### config.mk
export PLATFORM = sky130hd
export DESIGN_NAME = ps2_keyboard_matrix
export DESIGN_NICKNAME = d
export VERILOG_FILES = /design/src/rtl/ps2_keyboard_matrix.sv
export SDC_FILE = /design/constraint.sdc
export NUM_CORES = 1
export LEC_CHECK = 0
export CAP_MARGIN = 25
export CORE_MARGIN = 2
export CORE_UTILIZATION = 62
export CTS_CLUSTER_DIAMETER = 120
export DETAILED_ROUTE_END_ITERATION = 6
export GPL_ROUTABILITY_DRIVEN = 0
export PLACE_DENSITY = 0.81
export SYNTH_ARGS = -nofsm -noshare
export SYNTH_HDL_FRONTEND = slang
export SYNTH_SLANG_ARGS = --single-unit
### constraint.sdc
create_clock -name clkcpu -period 5.1 [get_ports clkcpu]
set_input_delay 1.02 -clock clkcpu [delete_from_list [all_inputs] [get_ports clkcpu]]
set_output_delay 1.02 -clock clkcpu [all_outputs]
set_load 0.005 [all_outputs]
### src/rtl/ps2_keyboard_matrix.sv
// PS/2 set-2 receiver that maintains the ZX 8x5 key matrix and drives the port #FE kd lines.
// Optional macro PS2_EXTKEYS_EN adds composite keys (arrows, Backspace, right Ctrl).
module ps2_keyboard_matrix #(
    parameter int unsigned FILTER_LEN     = 4,
    parameter int unsigned TIMEOUT_CYCLES = 7000
) (
    input  logic       clkcpu,
    input  logic       rst_n,
    input  logic       ps2_clk,
    input  logic       ps2_dat,
    input  logic [7:0] addr_hi,
    output logic [4:0] kd,
    output logic       key_rst
);
    localparam int unsigned FW = (FILTER_LEN > 1) ? $clog2(FILTER_LEN) : 1;
    localparam int unsigned TW = $clog2(TIMEOUT_CYCLES + 1);
    localparam logic [FW-1:0] FILT_LAST = FW'(FILTER_LEN - 1);
    localparam logic [TW-1:0] TO_MAX    = TW'(TIMEOUT_CYCLES);

    localparam logic [1:0] StIdle   = 2'd0;
    localparam logic [1:0] StData   = 2'd1;
    localparam logic [1:0] StParity = 2'd2;
    localparam logic [1:0] StStop   = 2'd3;

    logic [1:0]    r_clk_sync;
    logic [1:0]    r_dat_sync;
    logic          r_clk_filt;
    logic [FW-1:0] r_filt_cnt;
    logic          r_fall;
    logic          w_clk_s;
    logic          w_dat_s;

    assign w_clk_s = r_clk_sync[1];
    assign w_dat_s = r_dat_sync[1];

    always_ff @(posedge clkcpu or negedge rst_n) begin
        if (!rst_n) begin
            r_clk_sync <= 2'b11;
            r_dat_sync <= 2'b11;
            r_clk_filt <= 1'b1;
            r_filt_cnt <= '0;
            r_fall     <= 1'b0;
        end else begin
            r_clk_sync <= {r_clk_sync[0], ps2_clk};
            r_dat_sync <= {r_dat_sync[0], ps2_dat};
            r_fall     <= 1'b0;
            if (w_clk_s == r_clk_filt) begin
                r_filt_cnt <= '0;
            end else if (r_filt_cnt == FILT_LAST) begin
                r_clk_filt <= w_clk_s;
                r_filt_cnt <= '0;
                r_fall     <= ~w_clk_s;
            end else begin
                r_filt_cnt <= r_filt_cnt + FW'(1);
            end
        end
    end

    logic [1:0]    r_state;
    logic [2:0]    r_bit_cnt;
    logic [7:0]    r_shift;
    logic          r_par_ok;
    logic [TW-1:0] r_to_cnt;
    logic          r_rx_valid;
    logic [7:0]    r_rx_byte;

    always_ff @(posedge clkcpu or negedge rst_n) begin
        if (!rst_n) begin
            r_state    <= StIdle;
            r_bit_cnt  <= '0;
            r_shift    <= '0;
            r_par_ok   <= 1'b0;
            r_to_cnt   <= '0;
            r_rx_valid <= 1'b0;
            r_rx_byte  <= '0;
        end else begin
            r_rx_valid <= 1'b0;
            if (r_fall) begin
                r_to_cnt <= '0;
            end else if (r_to_cnt != TO_MAX) begin
                r_to_cnt <= r_to_cnt + TW'(1);
            end

            if (r_fall) begin
                case (r_state)
                    StIdle: begin
                        if (!w_dat_s) begin
                            r_state   <= StData;
                            r_bit_cnt <= '0;
                        end
                    end
                    StData: begin
                        r_shift   <= {w_dat_s, r_shift[7:1]};
                        r_bit_cnt <= r_bit_cnt + 3'd1;
                        if (r_bit_cnt == 3'd7) r_state <= StParity;
                    end
                    StParity: begin
                        r_par_ok <= ^{r_shift, w_dat_s};
                        r_state  <= StStop;
                    end
                    default: begin
                        if (w_dat_s && r_par_ok) begin
                            r_rx_valid <= 1'b1;
                            r_rx_byte  <= r_shift;
                        end
                        r_state <= StIdle;
                    end
                endcase
            end else if (r_state != StIdle && r_to_cnt == TO_MAX) begin
                // Keyboard stalled mid-frame: drop the partial byte.
                r_state <= StIdle;
            end
        end
    end

    // Matrix position as octal {row, col}.
    logic       w_map_hit;
    logic [5:0] w_map_rc;
    logic [5:0] w_map_idx;

    always_comb begin
        w_map_hit = 1'b1;
        w_map_rc  = 6'o00;
        case (r_rx_byte)
            8'h12, 8'h59: w_map_rc = 6'o00;
            8'h1A: w_map_rc = 6'o01;  8'h22: w_map_rc = 6'o02;  8'h21: w_map_rc = 6'o03;
            8'h2A: w_map_rc = 6'o04;
            8'h1C: w_map_rc = 6'o10;  8'h1B: w_map_rc = 6'o11;  8'h23: w_map_rc = 6'o12;
            8'h2B: w_map_rc = 6'o13;  8'h34: w_map_rc = 6'o14;
            8'h15: w_map_rc = 6'o20;  8'h1D: w_map_rc = 6'o21;  8'h24: w_map_rc = 6'o22;
            8'h2D: w_map_rc = 6'o23;  8'h2C: w_map_rc = 6'o24;
            8'h16: w_map_rc = 6'o30;  8'h1E: w_map_rc = 6'o31;  8'h26: w_map_rc = 6'o32;
            8'h25: w_map_rc = 6'o33;  8'h2E: w_map_rc = 6'o34;
            8'h45: w_map_rc = 6'o40;  8'h46: w_map_rc = 6'o41;  8'h3E: w_map_rc = 6'o42;
            8'h3D: w_map_rc = 6'o43;  8'h36: w_map_rc = 6'o44;
            8'h4D: w_map_rc = 6'o50;  8'h44: w_map_rc = 6'o51;  8'h43: w_map_rc = 6'o52;
            8'h3C: w_map_rc = 6'o53;  8'h35: w_map_rc = 6'o54;
            8'h5A: w_map_rc = 6'o60;  8'h4B: w_map_rc = 6'o61;  8'h42: w_map_rc = 6'o62;
            8'h3B: w_map_rc = 6'o63;  8'h33: w_map_rc = 6'o64;
            8'h29: w_map_rc = 6'o70;  8'h14: w_map_rc = 6'o71;  8'h3A: w_map_rc = 6'o72;
            8'h31: w_map_rc = 6'o73;  8'h32: w_map_rc = 6'o74;
            default: w_map_hit = 1'b0;
        endcase
        w_map_idx = 6'(w_map_rc[5:3]) * 6'd5 + 6'(w_map_rc[2:0]);
    end

    logic        r_brk;
    logic        r_ext;
    logic        r_key_rst;
    logic [39:0] r_key;
    logic        w_key_ev;

    assign w_key_ev = r_rx_valid && r_rx_byte != 8'hF0 && r_rx_byte != 8'hE0 &&
                      r_rx_byte != 8'hAA && r_rx_byte != 8'hFA;

    always_ff @(posedge clkcpu or negedge rst_n) begin
        if (!rst_n) begin
            r_brk     <= 1'b0;
            r_ext     <= 1'b0;
            r_key_rst <= 1'b0;
            r_key     <= '0;
        end else if (r_rx_valid) begin
            if (r_rx_byte == 8'hF0) begin
                r_brk <= 1'b1;
            end else if (r_rx_byte == 8'hE0) begin
                r_ext <= 1'b1;
            end else if (w_key_ev) begin
                r_brk <= 1'b0;
                r_ext <= 1'b0;
                if (!r_ext && r_rx_byte == 8'h07) begin
                    r_key_rst <= ~r_brk;
                end else if (!r_ext && w_map_hit) begin
                    r_key[w_map_idx] <= ~r_brk;
                end
            end
        end
    end

    logic [39:0] w_matrix;

`ifdef PS2_EXTKEYS_EN
    // Held composite keys: left, right, down, up, backspace, right ctrl.
    logic [5:0]  r_cmp;
    logic [5:0]  w_cmp_sel;
    logic [39:0] w_cmp_key;

    always_comb begin
        w_cmp_sel = '0;
        if (r_ext) begin
            case (r_rx_byte)
                8'h6B:   w_cmp_sel[0] = 1'b1;
                8'h74:   w_cmp_sel[1] = 1'b1;
                8'h72:   w_cmp_sel[2] = 1'b1;
                8'h75:   w_cmp_sel[3] = 1'b1;
                8'h14:   w_cmp_sel[5] = 1'b1;
                default: w_cmp_sel    = '0;
            endcase
        end else if (r_rx_byte == 8'h66) begin
            w_cmp_sel[4] = 1'b1;
        end
    end

    always_ff @(posedge clkcpu or negedge rst_n) begin
        if (!rst_n) begin
            r_cmp <= '0;
        end else if (w_key_ev) begin
            r_cmp <= r_brk ? (r_cmp & ~w_cmp_sel) : (r_cmp | w_cmp_sel);
        end
    end

    always_comb begin
        w_cmp_key     = '0;
        w_cmp_key[0]  = |r_cmp[4:0];
        w_cmp_key[19] = r_cmp[0];
        w_cmp_key[22] = r_cmp[1];
        w_cmp_key[24] = r_cmp[2];
        w_cmp_key[23] = r_cmp[3];
        w_cmp_key[20] = r_cmp[4];
        w_cmp_key[36] = r_cmp[5];
    end

    assign w_matrix = r_key | w_cmp_key;
`else
    assign w_matrix = r_key;
`endif

    logic [4:0] w_col_any;

    always_comb begin
        w_col_any = '0;
        for (int r = 0; r < 8; r++) begin
            if (!addr_hi[r]) w_col_any = w_col_any | w_matrix[r*5 +: 5];
        end
    end

    assign kd      = ~w_col_any;
    assign key_rst = r_key_rst;

endmodule
Word level (Yosys, flattened, before mapping)
Index checks and enable logic that the tools add are counted.
{ "word_totals": {"regBits": 87, "inputBits": 12, "out_inout_bits": 6} }
{ "op_classes": {"add_sub_neg": 4, "n_mul": 1, "magnitude_cmp": 2, "n_eq_ne": 59, "mux": 33, "bitwise": 15, "reduce_logical": 30} }
{ "ops": {"columns": ["operator", "n"], "rows": [
  ["$pmux 6 s39", 1],
  ["$eq 8x6->1 const B", 23],
  ["$eq 8x5->1 const B", 9],
  ["$eq 8x7->1 const B", 9],
  ["$reduce_or 41->1", 1],
  ["$bwmux 40", 1],
  ["$mux 5", 8],
  ["$or 5x5->5", 7],
  ["$ne 8x8->1 const B", 4],
  ["$mux 13", 2],
  ["$eq 8x8->1 const B", 2],
  ["$reduce_and 3->1", 5],
  ["$add 13x1->13 const B", 1],
  ["$eq 13x13->1 const B", 1],
  ["$ne 13x13->1 const B", 1],
  ["$mux 2", 6],
  ["$reduce_bool 2->1", 6],
  ["$mux 1", 11],
  ["$logic_and 1x1->1", 9],
  ["$reduce_xor 9->1", 1],
  ["$eq 8x3->1 const B", 1],
  ["$lt 6x7->1 const B", 1],
  ["$not 1->1", 7],
  ["$add 6x3->6", 1],
  ["other kinds (21)", 26]
]} }

Logic depth before layout (Yosys ltp)
{ "depth": {"depth_word": 16, "mapped_depth": 18, "ltp_nobuf": 14} }

Worst setup path before layout
OpenSTA, ideal clock, no wires.
{ "synth_timing": {"path_type": "register to register", "start": "register r_rx_byte[4]", "end": "register r_key[16]", "t_arrival_ns": 4.132, "t_required_ns": 4.963, "path_slack_ns": 0.832, "path_stages_with_launch": 15, "n_path_buf": 1, "cell_sequence": "dfrtp_1 > or4b_1 > nor3_1 > o21ai_0 > and2_1 > and3_1 > xor2_1 > ha_1 > fa_1 > a211oi_1 > a31oi_1 > nor4_1 > clkbuf_1 > nand4_1 > mux2i_1"} }
{ "synth_via": {"elab_chain_cells": 9, "word_cells_on_any_way": 69, "cone_classes": "add/sub (1); mul (1); order compare (2); eq/ne (48); mux (5); bitwise (3); reduce/logical (9)"} }
{ "synth_lines": {"columns": ["element", "line_no", "rtl"], "rows": [
  ["start, declared", "65", "logic [7:0] r_rx_byte;"],
  ["start signal, assigned", "104", "r_rx_byte <= r_shift;"],
  ["$eq 8x6->1 (tied with other cells)", "124", "case (r_rx_byte)"],
  ["$pmux 6 s39", "124", null],
  ["$mul 3x3->6", "144", "w_map_idx = 6'(w_map_rc[5:3]) * 6'd5 + 6'(w_map_rc[2:0]);"],
  ["$add 6x3->6", "144", null],
  ["$lt 6x7->1 (implied by the code) or $ge 6x1->1 (tied branches)", "173", "r_key[w_map_idx] <= ~r_brk;"],
  ["$logic_and 1x1->1 (implied by the code)", "173", null],
  ["$mux 1 (implied by the code)", "173", null],
  ["$demux 1 s6", "173", null],
  ["$bwmux 40", "173", null],
  ["end signal, assigned by index", "173", null],
  ["end, declared", "150", "logic [39:0] r_key;"]
]} }
Several ways; a longest one is shown, not always the timed one.
A chain may end at the register's enable or synchronous reset.

Worst setup path after layout
{ "layout_timing": {"start": "register r_rx_byte[5]", "end": "register r_key[19]"} }
The elaborated chain is that of the path after synthesis.

==> flow_metrics.env <==
export IMPL_outcome="completed"
export IMPL_yosysWarnings=0
export IMPL_synth_fp_nets=586
export IMPL_seqCellArea_um2=2180
export IMPL_cts_tree="built"
export IMPL_ios=18
export IMPL_path_cells="or4b_1 -> nor3_1 -> o21ai_0 -> and2_1 -> and3_1 -> xor2_1 -> ha_1 -> ha_1 -> a21o_1 -> a21oi_1 -> xnor2_1 -> a311oi_4 -> nand4_1 -> mux2i_1"
export IMPL_grt_pass1_wl_mm=19.3
export IMPL_synthCells=557
export IMPL_grt_pass1_vias=4060
export IMPL_clkSinkCount=87
export IMPL_synthesis_area_um2=5310
export IMPL_num_vias=4248
export IMPL_crit_path_top_delay_cell="a311oi_4"
export IMPL_ys_seq_area_share_pct=41.1
export IMPL_finalCriticalPeriod_ns=4.63
export IMPL_cp_end_kind="register"
export IMPL_avgSynthCellArea_um2=9.54
export IMPL_post_place_ws_ns=0.583
export IMPL_areaGrowthSynthToFinish_pct=7.75
export IMPL_crit_top_cell="ha_1"
export IMPL_track_usage_pct=27.0
export IMPL_die_area_um2=9320
export IMPL_layout_drive_gt1_share_pct=9.70
export IMPL_synth_async_reset_ratio_pct=100
export IMPL_synth_edff_count=0
export IMPL_drt_total_wl_mm=11.6
export IMPL_synth_ff_type="dfrtp_1"
export IMPL_chipWidth_um=96.6
export IMPL_final_cell_area_um2=5720
export IMPL_hold_path_class="reg -> reg"
export IMPL_cts_resized=0
export IMPL_antenna_cells=0
export IMPL_fillers=631
export IMPL_path_max_fanout=16
export IMPL_skew_ns=0.0107
export IMPL_arrival_ns=4.86
export IMPL_dp_hpwl_mm=7.81
export IMPL_crit_family="simple AND/OR/NAND/NOR gates"
export IMPL_cts_max_level=3
export IMPL_grt_max_degree=46
export IMPL_maxSlewHeadroom_pct=41.1
export IMPL_cts_made_buffers=9
export IMPL_worst_slack_ns=0.466
export IMPL_cp_required_ns=5.33
export IMPL_tns_ns=0
export IMPL_cpPeakStageDelay_ns=0.67
export IMPL_initial_core_util_pct=64.3
export IMPL_clkLatencyLatePin_ns=0.37
export IMPL_first_iter_violations=291
export IMPL_power_density_nw_per_um2=243
export IMPL_synth_seq_cells=87
export IMPL_post_dp_cell_area_um2=5550
export IMPL_core_area_um2=8260
export IMPL_gr_total_overflow=0
export IMPL_die_height_um=96.6
export IMPL_worst_ir_drop_vdd_v=0.000310
export IMPL_cts_clk_slew_worst_paths_ns=0.08
export IMPL_clockBufferDepth=2
export IMPL_multi_input_area_um2=2750
export IMPL_postRouteAntennaNets=0
export IMPL_post_cts_buffers=0
export IMPL_finalSetupViolCount=0
export IMPL_nets=591
export IMPL_maxCapViolCount=0
export IMPL_rsz0062_at_grt="no"
export IMPL_io_buffer_count=17
export IMPL_cts_hold_fix_buffers=0
export IMPL_drtPass1Iterations=6
export IMPL_rows=33
export IMPL_critPathLaunchType="register"
export IMPL_leakagePower_nw=2.74
export IMPL_drcViolationCount=0
export IMPL_drt_wirelength_per_cell_um=17.2
export IMPL_crit_type="reg -> reg"
export IMPL_period_share_pct=90.9
export IMPL_antenna_found_initial=0
export IMPL_yosysUniqueCellTypes=67
export IMPL_final_max_slew_violation_count=0
export IMPL_worst_path_buf_inv=0
export IMPL_via_per_inst=6.32
export IMPL_tightest_slew_ns=0.880
export IMPL_root_buffer="clkbuf_8"
export IMPL_max_freq_mhz=216
export IMPL_hold_violations=0
==> flip-flops by register name, indices dropped and copies added, names as in the netlist <==
name and count:
r_bit_cnt 3, r_clk_filt 1, key_rst 1, r_fall 1, r_ext 1, r_to_cnt 13
r_rx_valid 1, r_shift 8, r_key 40, r_state 2, r_clk_sync 2, r_rx_byte 8
r_brk 1, r_filt_cnt 2, r_dat_sync 2, r_par_ok 1
==> Yosys cell counts, drive strengths merged (5+ instances only) <==
master / number / area, um^2
a21oi: 12 / 60.1
buf: 22 / 134
clkbuf: 14 / 52.6
dfrtp: 82 / 2050
dfstp: 5 / 131
ha: 16 / 200
inv: 52 / 195
mux2: 10 / 113
mux2i: 41 / 410
nand2: 47 / 176
nand2b: 8 / 50.1
nand3: 9 / 45.0
nand4: 35 / 219
nand4b: 9 / 78.8
nor2: 28 / 105
nor2b: 10 / 62.6
nor3: 11 / 55.1
nor3b: 7 / 57.6
nor4: 9 / 62.6
nor4b: 5 / 56.3
o21ai: 19 / 95.1
o22ai: 21 / 131
xnor2: 16 / 148
xor2: 11 / 96.3
==> path summary, 6_finish.rpt <==
kind	start	to	slack [ns]	depth (start not counted)
setup / recovery	r_rx_byte[5]	r_key[19]	0.47	14
hold / removal	r_dat_sync[0]	r_dat_sync[1]	0.36	0
setup reg to reg	r_rx_byte[5]	r_key[19]	0.47	14
hold reg to reg	r_dat_sync[0]	r_dat_sync[1]	0.36	0
max in group asynchronous	rst_n	r_key[28]	3.86	2
min in group asynchronous	rst_n	r_shift[6]	0.65	1
==> power by group <==
group / internal [W] / switching (W) / leakage (nW)
clock network: 0.000195 / 0.000249 / 0.0882
logic: 0.0000725 / 0.0000878 / 1.47
registers: 0.000739 / 0.0000502 / 1.18
==> layout make-up <==
| type | count | share of cell area (%) |
|---|---|---|
| Multi-Input combinational cell | 381 | 48.0 |
| Sequential cell | 87 | 38.1 |
| Timing Repair Buffer | 30 | 4.98 |
| Inverter | 53 | 3.48 |
| Clock buffer | 13 | 2.60 |
| Tap cell | 105 | 2.30 |
| Clock inverter | 3 | 0.459 |
==> kinds of logic after synthesis <==
| kind of cell | after synthesis | share of synthesized area (%) |
|---|---|---|
| buffers and inverters | 89 | 7.25 |
| flip-flops | 87 | 41.1 |
| XOR/XNOR | 27 | 4.59 |
| AND/OR/NAND/NOR | 200 | 21.5 |
| AO/OA/AOI/OAI | 86 | 11.6 |
| adder cells (fa/ha/maj) | 17 | 4.15 |
| multiplexers | 51 | 9.84 |
==> stage by stage <==
step / hold WS (ns) / power [W] / utilization [%] / std cells
floorplan: 0.345 / 0.000899 / - / 557
global placement: 0.346 / 0.000947 / 66.9 / 655
detailed placement: 0.348 / 0.000966 / 67.2 / 656
CTS: 0.361 / 0.00141 / 69.3 / 672
global route: 0.366 / 0.00147 / 69.3 / 672
finish: 0.359 / 0.00139 / 69.3 / 672
==> placed cells by master (no fill, tap or decap), types with 12 or more instances in the layout <==
cell and count:
clkdlybuf4s50_1 16, xnor2_1 15, nand4_1 35, o22ai_1 21, o21ai_0 19, nand2_1 47
mux2i_1 41, dfrtp_1 82, nor2_1 28, ha_1 16, inv_1 52, buf_4 13
a21oi_1 12
==> worst reg2reg max path, cell delays in order, from the launching register on <==
cell      delay, ns
dfrtp_1        0.53
or4b_1         0.65
nor3_1         0.27
o21ai_0        0.12
and2_1         0.22
and3_1         0.23
xor2_1         0.17
ha_1           0.36
ha_1           0.30
a21o_1         0.16
a21oi_1        0.24
xnor2_1        0.14
a311oi_4       0.67
nand4_1        0.25
mux2i_1        0.18
==> metal layers <==
| metal | GRT usage [%] | vias to the layer above | share of wire, % |
|---|---|---|---|
| li1 | - | 1994 | - |
| met1 | 36.0 | 2053 | 42 |
| met2 | 43.5 | 173 | 49 |
| met3 | 5.82 | 28 | 6.6 |
| met4 | 9.98 | 0 | 2.2 |
| met5 | 0 | - | 0 |
No activity file was read; power rests on OpenSTA's default activity.
